<file path="src/rtl/tick_sched_pkg.sv">
// Shared constants and types for the tick scheduler.
package tick_sched_pkg;

    // Default build parameters.
    localparam int unsigned NCH      = 4;
    localparam int unsigned PW       = 16;
    localparam int unsigned BASE_DIV = 100000;

    typedef enum logic {
        MODE_PERIODIC,
        MODE_ONESHOT
    } tick_mode_e;

    // Channel assignment in the craps game.
    localparam int unsigned CH_DICE_ANIM = 0;
    localparam int unsigned CH_DISP_MUX  = 1;
    localparam int unsigned CH_DEBOUNCE  = 2;
    localparam int unsigned CH_GAME_SEC  = 3;

    // Default periods, in base ticks.
    localparam int unsigned PER_GAME_SEC = 1000;
    localparam int unsigned PER_DISP_MUX = 1;

    // Width of an index into n items, never below 1 bit.
    function automatic int unsigned idx_w(int unsigned n);
        return (n > 1) ? $clog2(n) : 1;
    endfunction

endpackage

</file>
<file path="src/rtl/tick_channel.sv">
// One scheduler channel: period/count/busy state and a registered tick pulse.
// Optional one-shot mode is compiled in with TICK_SCHED_ONESHOT_EN.
module tick_channel #(
    parameter int unsigned PW = 16
) (
    input  logic          clk_i,
    input  logic          rst_ni,
    input  logic          update_i,
    input  logic          cfg_we_i,
    input  logic [PW-1:0] cfg_period_i,
    input  logic          cfg_oneshot_i,
    input  logic          en_i,
    output logic          tick_o,
    output logic          busy_o
);
    import tick_sched_pkg::*;

    logic [PW-1:0] period_q, period_d;
    logic [PW-1:0] cnt_q, cnt_d;
    logic          tick_q, tick_d;
    logic          armed;
    logic          step;
    logic          oneshot;

`ifdef TICK_SCHED_ONESHOT_EN
    tick_mode_e mode_q, mode_d;
    logic       busy_q, busy_d;

    assign armed   = busy_q;
    assign oneshot = (mode_q == MODE_ONESHOT);
`else
    logic unused_oneshot;

    // Every channel is periodic, so "armed" is simply a non-zero period.
    assign unused_oneshot = cfg_oneshot_i;
    assign armed          = (period_q != '0);
    assign oneshot        = 1'b0;
`endif

    assign step = update_i && armed && en_i;

    // Next-state: config load wins, otherwise count down on enabled update cycles.
    always_comb begin
        period_d = period_q;
        cnt_d    = cnt_q;
        tick_d   = 1'b0;
`ifdef TICK_SCHED_ONESHOT_EN
        mode_d   = mode_q;
        busy_d   = busy_q;
`endif
        if (cfg_we_i) begin
            period_d = cfg_period_i;
            cnt_d    = cfg_period_i;
`ifdef TICK_SCHED_ONESHOT_EN
            mode_d   = cfg_oneshot_i ? MODE_ONESHOT : MODE_PERIODIC;
            busy_d   = (cfg_period_i != '0);
`endif
        end else if (step) begin
            if (cnt_q == PW'(1)) begin
                tick_d = 1'b1;
                if (oneshot) begin
                    cnt_d = '0;
`ifdef TICK_SCHED_ONESHOT_EN
                    busy_d = 1'b0;
`endif
                end else begin
                    cnt_d = period_q;
                end
            end else begin
                cnt_d = cnt_q - PW'(1);
            end
        end
    end

    // State registers with synchronous active-low reset.
    always_ff @(posedge clk_i) begin
        if (!rst_ni) begin
            period_q <= '0;
            cnt_q    <= '0;
            tick_q   <= 1'b0;
`ifdef TICK_SCHED_ONESHOT_EN
            mode_q   <= MODE_PERIODIC;
            busy_q   <= 1'b0;
`endif
        end else begin
            period_q <= period_d;
            cnt_q    <= cnt_d;
            tick_q   <= tick_d;
`ifdef TICK_SCHED_ONESHOT_EN
            mode_q   <= mode_d;
            busy_q   <= busy_d;
`endif
        end
    end

    assign tick_o = tick_q;
    assign busy_o = armed;

endmodule

</file>
<file path="src/rtl/tick_scheduler.sv">
// Shared tick source: a prescaler producing a base tick, plus NCH programmable
// channels emitting single-cycle clock-enable pulses.
// Optional one-shot mode: define TICK_SCHED_ONESHOT_EN.
module tick_scheduler #(
    parameter int unsigned BASE_DIV = tick_sched_pkg::BASE_DIV,
    parameter int unsigned NCH      = tick_sched_pkg::NCH,
    parameter int unsigned PW       = tick_sched_pkg::PW
) (
    input  logic                                 cin_i,
    input  logic                                 rst_ni,
    input  logic                                 cfg_valid_i,
    output logic                                 cfg_ready_o,
    input  logic [tick_sched_pkg::idx_w(NCH)-1:0] cfg_ch_i,
    input  logic [PW-1:0]                        cfg_period_i,
    input  logic                                 cfg_oneshot_i,
    input  logic [NCH-1:0]                       ch_en_i,
    output logic                                 base_tick_o,
    output logic [NCH-1:0]                       tick_o,
    output logic [NCH-1:0]                       busy_o
);
    import tick_sched_pkg::*;

    localparam int unsigned CW    = idx_w(NCH);
    localparam int unsigned PRE_W = $clog2(BASE_DIV);

    logic [PRE_W-1:0] pre_q, pre_d;
    logic             base_tick_q, base_tick_d;
    logic             cfg_ready_q, cfg_ready_d;
    logic             pre_wrap;
    logic             cfg_xfer;

    assign pre_wrap = (pre_q == PRE_W'(BASE_DIV - 1));

    // Prescaler next-state; ready is dropped for exactly the update cycle.
    always_comb begin
        pre_d       = pre_wrap ? '0 : pre_q + PRE_W'(1);
        base_tick_d = pre_wrap;
        cfg_ready_d = !pre_wrap;
    end

    // Prescaler and handshake registers with synchronous active-low reset.
    always_ff @(posedge cin_i) begin
        if (!rst_ni) begin
            pre_q       <= '0;
            base_tick_q <= 1'b0;
            cfg_ready_q <= 1'b0;
        end else begin
            pre_q       <= pre_d;
            base_tick_q <= base_tick_d;
            cfg_ready_q <= cfg_ready_d;
        end
    end

    // Ready is low in every update cycle, so a config write never collides
    // with a channel update.
    assign cfg_xfer    = cfg_valid_i && cfg_ready_q;
    assign cfg_ready_o = cfg_ready_q;
    assign base_tick_o = base_tick_q;

    for (genvar g = 0; g < NCH; g++) begin : g_ch
        logic cfg_we;

        assign cfg_we = cfg_xfer && (cfg_ch_i == CW'(g));

        tick_channel #(
            .PW (PW)
        ) u_ch (
            .clk_i         (cin_i),
            .rst_ni        (rst_ni),
            .update_i      (base_tick_q),
            .cfg_we_i      (cfg_we),
            .cfg_period_i  (cfg_period_i),
            .cfg_oneshot_i (cfg_oneshot_i),
            .en_i          (ch_en_i[g]),
            .tick_o        (tick_o[g]),
            .busy_o        (busy_o[g])
        );
    end

endmodule

</file>
<file path="config.mk">
export PLATFORM = sky130hd
export DESIGN_NAME = tick_scheduler
export DESIGN_NICKNAME = d
export VERILOG_FILES = /design/src/rtl/tick_sched_pkg.sv /design/src/rtl/tick_channel.sv /design/src/rtl/tick_scheduler.sv
export SDC_FILE = /design/constraint.sdc
export NUM_CORES = 1
export LEC_CHECK = 0
export ABC_AREA = 1
export CORE_MARGIN = 2
export CORE_UTILIZATION = 45
export DETAILED_ROUTE_END_ITERATION = 7
export GPL_TIMING_DRIVEN = 0
export PLACE_DENSITY = 0.72
export SYNTH_ARGS = -nofsm -noshare
export SYNTH_HDL_FRONTEND = slang
export SYNTH_HIERARCHICAL = 1
export SYNTH_SLANG_ARGS = --single-unit
</file>
<file path="constraint.sdc">
create_clock -name cin_i -period 2.53 [get_ports cin_i]
set_input_delay 0.506 -clock cin_i [delete_from_list [all_inputs] [get_ports cin_i]]
set_output_delay 0.506 -clock cin_i [all_outputs]
set_load 0.02 [all_outputs]
</file>
==> metrics.md, run 1 <==
| Metric | Value |
|---|---|
| Status | complete, no violations |
| H-Tree Depth | 4 |
| Drt pass-1 iters | 6 |
| Syn_area_per_cell | 6.496 sq um |
| CTS Buf Count | 17 |
| Seq/Total Area, Yosys | 32.68% |
| Initial DRC count | 667 |
| Post-Synthesis Cells | 1424 |
| Pleak | 4.633 nW |
| Final setup viols | 0 |
| RSZ-0062 raised after global routing | no |
| Via count | 9270 |
| Fin crit period | 2292 ps |
| Diodes inserted | 0 |
| Min-Delay Path Class | reg -> reg |
| Top cells by area, synth | dfxtp_1 (33%), nand2_1 (19%), nor2_1 (8.4%) |
| Final critical-path share of the clock period | 90.61% |
| Wirelength per Cell | 14.67 microns |
| Final hold slack | 462.1 ps |
| FF+latch count, synth | 151 |
| P&R area growth vs syn | 13.51% |
| Die Span Y | 147.4 microns |
| Hold Buf Count CTS | 0 |
| Initial Utilization | 45.71% |
| Largest area contributor in the netlist | dfxtp_1 |
| Yosys cell types | 32 |
| # IOs | 36 |
| Layout cell share with drive strength beyond 1 | 9.396% |
| Critical Path End Type | output pin |
| Postcts setup bufs | 0 |
| Clk sinks | 151 |
| Worst path slowest cell | clkdlybuf4s50_1 |
| Die area | 21720 sq um |
| Fmax | 0.4362 GHz |
| Hold Vio Cnt, Final | 0 |
| Clock Skew | 8.582 ps |
| Vias in the first global route | 8634 |
| Cts repair resizes | 0 |
| Worst slew pin tran | 557.9 ps |
| Worst path max stage delay | 560 ps |
| Routed wire length | 25.82 mm |
| Total congestion overflow | 0 |
| Crit path DAT | 1790 ps |
| Post-Syn Nets | 1459 |
| Largest net degree at the start of global routing | 17 |
| Rel. slew slack | 62.81% |
| Critical path, cell by cell | nor2_1 -> nand2_1 -> nor2_1 -> nand2_1 -> clkdlybuf4s50_1 |
| Core area | 20230 sq um |
| Via-to-Cell Ratio | 5.267 |
| Power per cell area | 589.4 nW/um^2 |
| IO buf count | 34 |
| Nets | 1512 |
| DRC Markers | 0 |
| First-pass GRT wire length | 41.59 mm |
| Die width | 147.4 microns |
| CP bufs+invs | 1 |
| Clock Path Buffers | 2 |
| Setup TNS | 0 ps |
| Clk slew on worst S/H paths | 60 ps |
| Crit-path max FO | 2 |
| Critical Path Source Type | flop |
| Top cell type's share of synthesized area | 32.68% |
| YS warnings | 6 |
| Family with the most delay on the worst path | buffers and inverters |
| Total track usage | 23.73% |
| Clk root buf | clkbuf_16 |
| CP Data Required Time | 2020 ps |
| GP Congestion | 0.8935 |
| CTS tree | yes |
| Crit Path Class | reg -> out |
| Worst vdd ir | 435.2 uV |
| Detail Route Antenna Nets | 0 |
| Worst skew pair latency | 430 ps |
| Antenna violations before repair | 0 |
| DP HPWL | 19.05 mm |
| Row count | 52 |
| Max-slew violation count | 0 |
| Max-Cap Viols | 0 |
| Cell Area, Synth | 9250 sq um |
Yosys cell counts:
cell type	number
nor2_2	14
nand2_8	8
nand2_2	12
buf_4	16
o22ai_1	28
a21oi_1	79
nand2_4	13
nand3_1	103
nand4_1	6
nor2_1	206
nor2_4	16
or2_2	1
a21boi_0	32
inv_4	4
nor3_1	4
clkinv_1	4
buf_2	8
o21bai_1	1
o21ai_1	8
o21ai_0	67
nand3b_1	4
xnor2_1	15
clkbuf_1	16
xor2_1	8
dfxtp_1	151
nor2_8	8
inv_1	113
nor4_1	4
ha_1	9
nand2_1	456
buf_6	5
nand3_2	5
where the power goes:
part           leakage, nW  internal [mW]  switching [mW]
clock network        0.272           1.43            1.03
registers             1.22           2.44          0.0701
logic                 3.14          0.451           0.761
path summary, 6_finish.rpt:
check / to / depth (start not counted) / startpoint / slack [ps]
worst max-delay path: busy_o[0] / 5 / g_ch[0].u_ch/period_q[14] / 240
worst min-delay path: pre_q[0] / 1 / pre_q[0] / 460
worst max register to register: g_ch[3].u_ch/cnt_q[7] / 8 / cfg_ready_o / 410
worst min register to register: pre_q[0] / 1 / pre_q[0] / 460
cell usage in the layout (no fill, tap or decap), types with 9 or more instances in the layout:
master	synthesis	layout
nand2_1	456	456
nor2_1	206	206
dfxtp_1	151	151
inv_1	113	113
nand3_1	103	103
a21oi_1	79	79
o21ai_0	67	67
clkdlybuf4s50_1	0	34
a21boi_0	32	32
o22ai_1	28	28
clkbuf_1	16	18
clkbuf_16	0	17
buf_4	16	16
nor2_4	16	16
xnor2_1	15	15
nor2_2	14	14
nand2_4	13	13
nand2_2	12	12
ha_1	9	9
registers in the layout, summed over array words and instances, names as in the netlist:
register	cells
base_tick_o	1
cfg_ready_o	1
g_ch.u_ch/cnt_q	64
g_ch.u_ch/period_q	64
g_ch.u_ch/tick_o	4
pre_q	17
per-stage QoR:
stage	power, mW	setup slack (ps)	instance area (sq um)	utilization (%)	instances
floorplan	3.446	863.4	9250	-	1424
global placement	3.731	10.22	9928	49.07	1728
detailed placement	3.750	-18.31	9928	49.07	1728
CTS	6.218	252.3	10500	51.89	1760
global route	6.499	162.7	10500	51.89	1760
finish	6.189	237.5	10500	51.89	1760
routing by layer:
metal  track usage [%]  vias to the layer above  wire length, microns  part of all wire (%)
li1                  -                     4672                     -                     -
met1             31.54                     4254                 11490                    45
met2             39.04                      304                 11870                    46
met3             5.185                       40                  1978                   7.7
met4             6.635                        0                   478                   1.9
met5                 0                        -                     0                     0
cell families after synthesis:
family	Yosys count	share of synthesized area, %
flip-flops	151	32.68
adder cells (fa/ha/maj)	9	1.217
AO/OA/AOI/OAI	215	12.90
XOR/XNOR	23	2.178
buffers and inverters	166	8.008
AND/OR/NAND/NOR	860	43.01
layout make-up:
cell class              instances  area (sq um)
plain buffers                  45         276.5
clock buffers                  22         474.2
clock inverters                10         97.59
fillers                      2024          9734
inverters                     121         464.2
multi-input cells            1107          5487
flip-flops and latches        151          3023
well taps                     270         337.8
repair buffers                 34         340.3
worst reg2reg max path: stages, from the launching register on:
cell      delay [ps]
dfxtp_1          480
nand2_1          150
nor3_1           260
buf_4            260
inv_1            100
buf_4            200
buf_4            190
a21boi_0         270
a21oi_1          100
No activity file was read; power rests on OpenSTA's default activity.
==> inputs of run 2 (changes only) <==
--- a/config.mk
+++ b/config.mk
@@ -11,6 +11,7 @@
 export DETAILED_ROUTE_END_ITERATION = 7
 export GPL_TIMING_DRIVEN = 0
 export PLACE_DENSITY = 0.72
+export SKIP_LAST_GASP = 1
 export SYNTH_ARGS = -nofsm -noshare
 export SYNTH_HDL_FRONTEND = slang
 export SYNTH_HIERARCHICAL = 1
==> results of run 2 <==
Same layout as run 1: the final DEF is identical, and so are final timing and power.
==> inputs of run 3 (changes only) <==
--- a/config.mk
+++ b/config.mk
@@ -8,6 +8,7 @@
 export ABC_AREA = 1
 export CORE_MARGIN = 2
 export CORE_UTILIZATION = 45
+export CTS_BUF_LIST = sky130_fd_sc_hd__clkbuf_8
 export DETAILED_ROUTE_END_ITERATION = 7
 export GPL_TIMING_DRIVEN = 0
 export PLACE_DENSITY = 0.72
==> metrics.md, run 3 (synthesis results as in run 1) <==
| Metric | Value |
|---|---|
| Min-Delay Path Class | reg -> reg |
| Routed wire length | 25.70 mm |
| CP Data Required Time | 2020 ps |
| Critical Path Source Type | flop |
| Detail Route Antenna Nets | 0 |
| Status | complete, no violations |
| Final Power | 5.534 mW |
| Hold Buf Count CTS | 0 |
| Clock Skew | 10.75 ps |
| Clk sinks | 151 |
| Antenna violations before repair | 0 |
| Most common cell after layout, fill and taps aside | nand2_1 |
| R2r endpoint | g_ch[3].u_ch/cnt_q[7] |
| Hold Vio Cnt, Final | 0 |
| GR peak layer | met2 |
| Via count | 9209 |
| Clk slew on worst S/H paths | 90 ps |
| Total track usage | 23.57% |
| Via-to-Cell Ratio | 5.232 |
| Max-Cap Viols | 0 |
| P&R area growth vs syn | 11.44% |
| Final setup viols | 0 |
| Die width | 147.4 microns |
| Hold Crit Start | pre_q[0] |
| Largest net degree at the start of global routing | 17 |
| Rel. slew slack | 63.80% |
| Diodes inserted | 0 |
| FF-to-FF path depth | 8 |
| Worst vdd ir | 322.8 uV |
| DP HPWL | 19.05 mm |
| First-pass GRT wire length | 41.21 mm |
| Die Span Y | 147.4 microns |
| Postcts setup bufs | 0 |
| Worst Hold Path EP | pre_q[0] |
| Die area | 21720 sq um |
| FF-to-FF setup slack | 470 ps |
| Pleak | 4.554 nW |
| Fillers | 2056 |
| Layout cell share with drive strength beyond 1 | 9.396% |
| Row count | 52 |
| Most frequent cells in the layout | nand2_1 (456), nor2_1 (206), dfxtp_1 (151) |
| Core area | 20230 sq um |
| Worst path slowest cell | clkdlybuf4s50_1 |
| Wirelength per Cell | 14.60 microns |
| Setup TNS | 0 ps |
| CTS tree | yes |
| Met1 Use GR | 31.09% |
| IO buf count | 34 |
| Critical Path End Type | output pin |
| Clk root buf | clkbuf_8 |
| Initial Utilization | 45.71% |
| Post-route cell area | 10310 sq um |
| Worst skew pair latency | 470 ps |
| DRC Markers | 0 |
| RSZ-0062 raised after global routing | no |
| Fin crit period | 2357 ps |
| Power per cell area | 536.8 nW/um^2 |
| M2 GR Usage | 38.27% |
| Final hold slack | 467.6 ps |
| Vias in the first global route | 8581 |
| H-Tree Depth | 4 |
| CTS Buf Count | 17 |
| Met3 Track Usage GR | 5.741% |
| Worst slew pin tran | 543.0 ps |
| Worst path max stage delay | 560 ps |
| Drt pass-1 iters | 5 |
| Hold depth | 1 |
| Final critical-path share of the clock period | 93.15% |
| Cts repair resizes | 0 |
| Critical path, cell by cell | nor2_1 -> nand2_1 -> nor2_1 -> nand2_1 -> clkdlybuf4s50_1 |
| Initial DRC count | 776 |
| Max-slew violation count | 0 |
| Fmax | 0.4243 GHz |
| Crit-path max FO | 2 |
| RR Startpoint | cfg_ready_o |
| Placed cell areas | 9928 sq um |
| GP Congestion | 0.8935 |
| Nets | 1512 |
| Total congestion overflow | 0 |
| Largest regs | g_ch.u_ch/cnt_q: 64 flops, g_ch.u_ch/period_q: 64 flops, pre_q: 17 flops |
| Crit path DAT | 1850 ps |
| # IOs | 36 |
| Crit Path Class | reg -> out |
| Clock Path Buffers | 2 |
==> run 3: worst max path at each step <==
stage / from / cells past startpoint / endpoint / slack (ps)
6_report: g_ch[3].u_ch/period_q[14] / 5 / busy_o[3] / 170
5_1_grt: g_ch[0].u_ch/period_q[8] / 5 / busy_o[0] / 100
3_3_place_gp: cfg_ch_i[1] / 9 / g_ch[3].u_ch/cnt_q[7] / 10
3_5_place_dp: cfg_ch_i[1] / 9 / g_ch[3].u_ch/cnt_q[7] / -20
4_1_cts: g_ch[3].u_ch/period_q[14] / 5 / busy_o[3] / 200
2_1_floorplan: cfg_valid_i / 8 / g_ch[0].u_ch/cnt_q[14] / 860
==> run 3: final cells by class <==
| type | instances | area (sq um) | share of cell area [%] |
|---|---|---|---|
| clock inverter | 12 | 105.1 | 1.020 |
| buffer | 45 | 276.5 | 2.682 |
| inverter | 121 | 464.2 | 4.503 |
| multi-input combinational | 1107 | 5487 | 53.22 |
| timing repair buffer | 34 | 340.3 | 3.301 |
| sequential | 151 | 3023 | 29.32 |
| tap | 270 | 337.8 | 3.277 |
| clock buffer | 20 | 275.3 | 2.670 |
==> run 3: stage by stage <==
stage / utilization, % / setup slack [ps] / std cells
3_3_place_gp: 49.07 / 10.22 / 1728
3_5_place_dp: 49.07 / -18.31 / 1728
5_1_grt: 50.95 / 98.62 / 1760
2_1_floorplan: - / 863.4 / 1424
4_1_cts: 50.95 / 199.3 / 1760
6_report: 50.95 / 173.3 / 1760
==> run 3: layer usage <==
metal / vias up / share of wire, % / routed length (microns)
met3: 35 / 7.6 / 1957
li1: 4657 / - / -
met4: 0 / 1.6 / 416
met1: 4243 / 45 / 11610
met2: 274 / 46 / 11720
met5: - / 0 / 0
==> run 3: critical path, delay by kind of cell, from the launching register on <==
| family | cells | cell delay [ps] |
|---|---|---|
| buffers and inverters | 1 | 560 |
| DFF | 1 | 330 |
| and+or+nand+nor | 4 | 500 |
==> run 3: power breakdown <==
part           switching [mW]  internal, mW  total [mW]  leakage [nW]
Clock                   0.967         0.850        1.82         0.193
Sequential             0.0700          2.44        2.51          1.22
Combinational           0.757         0.451        1.21          3.14
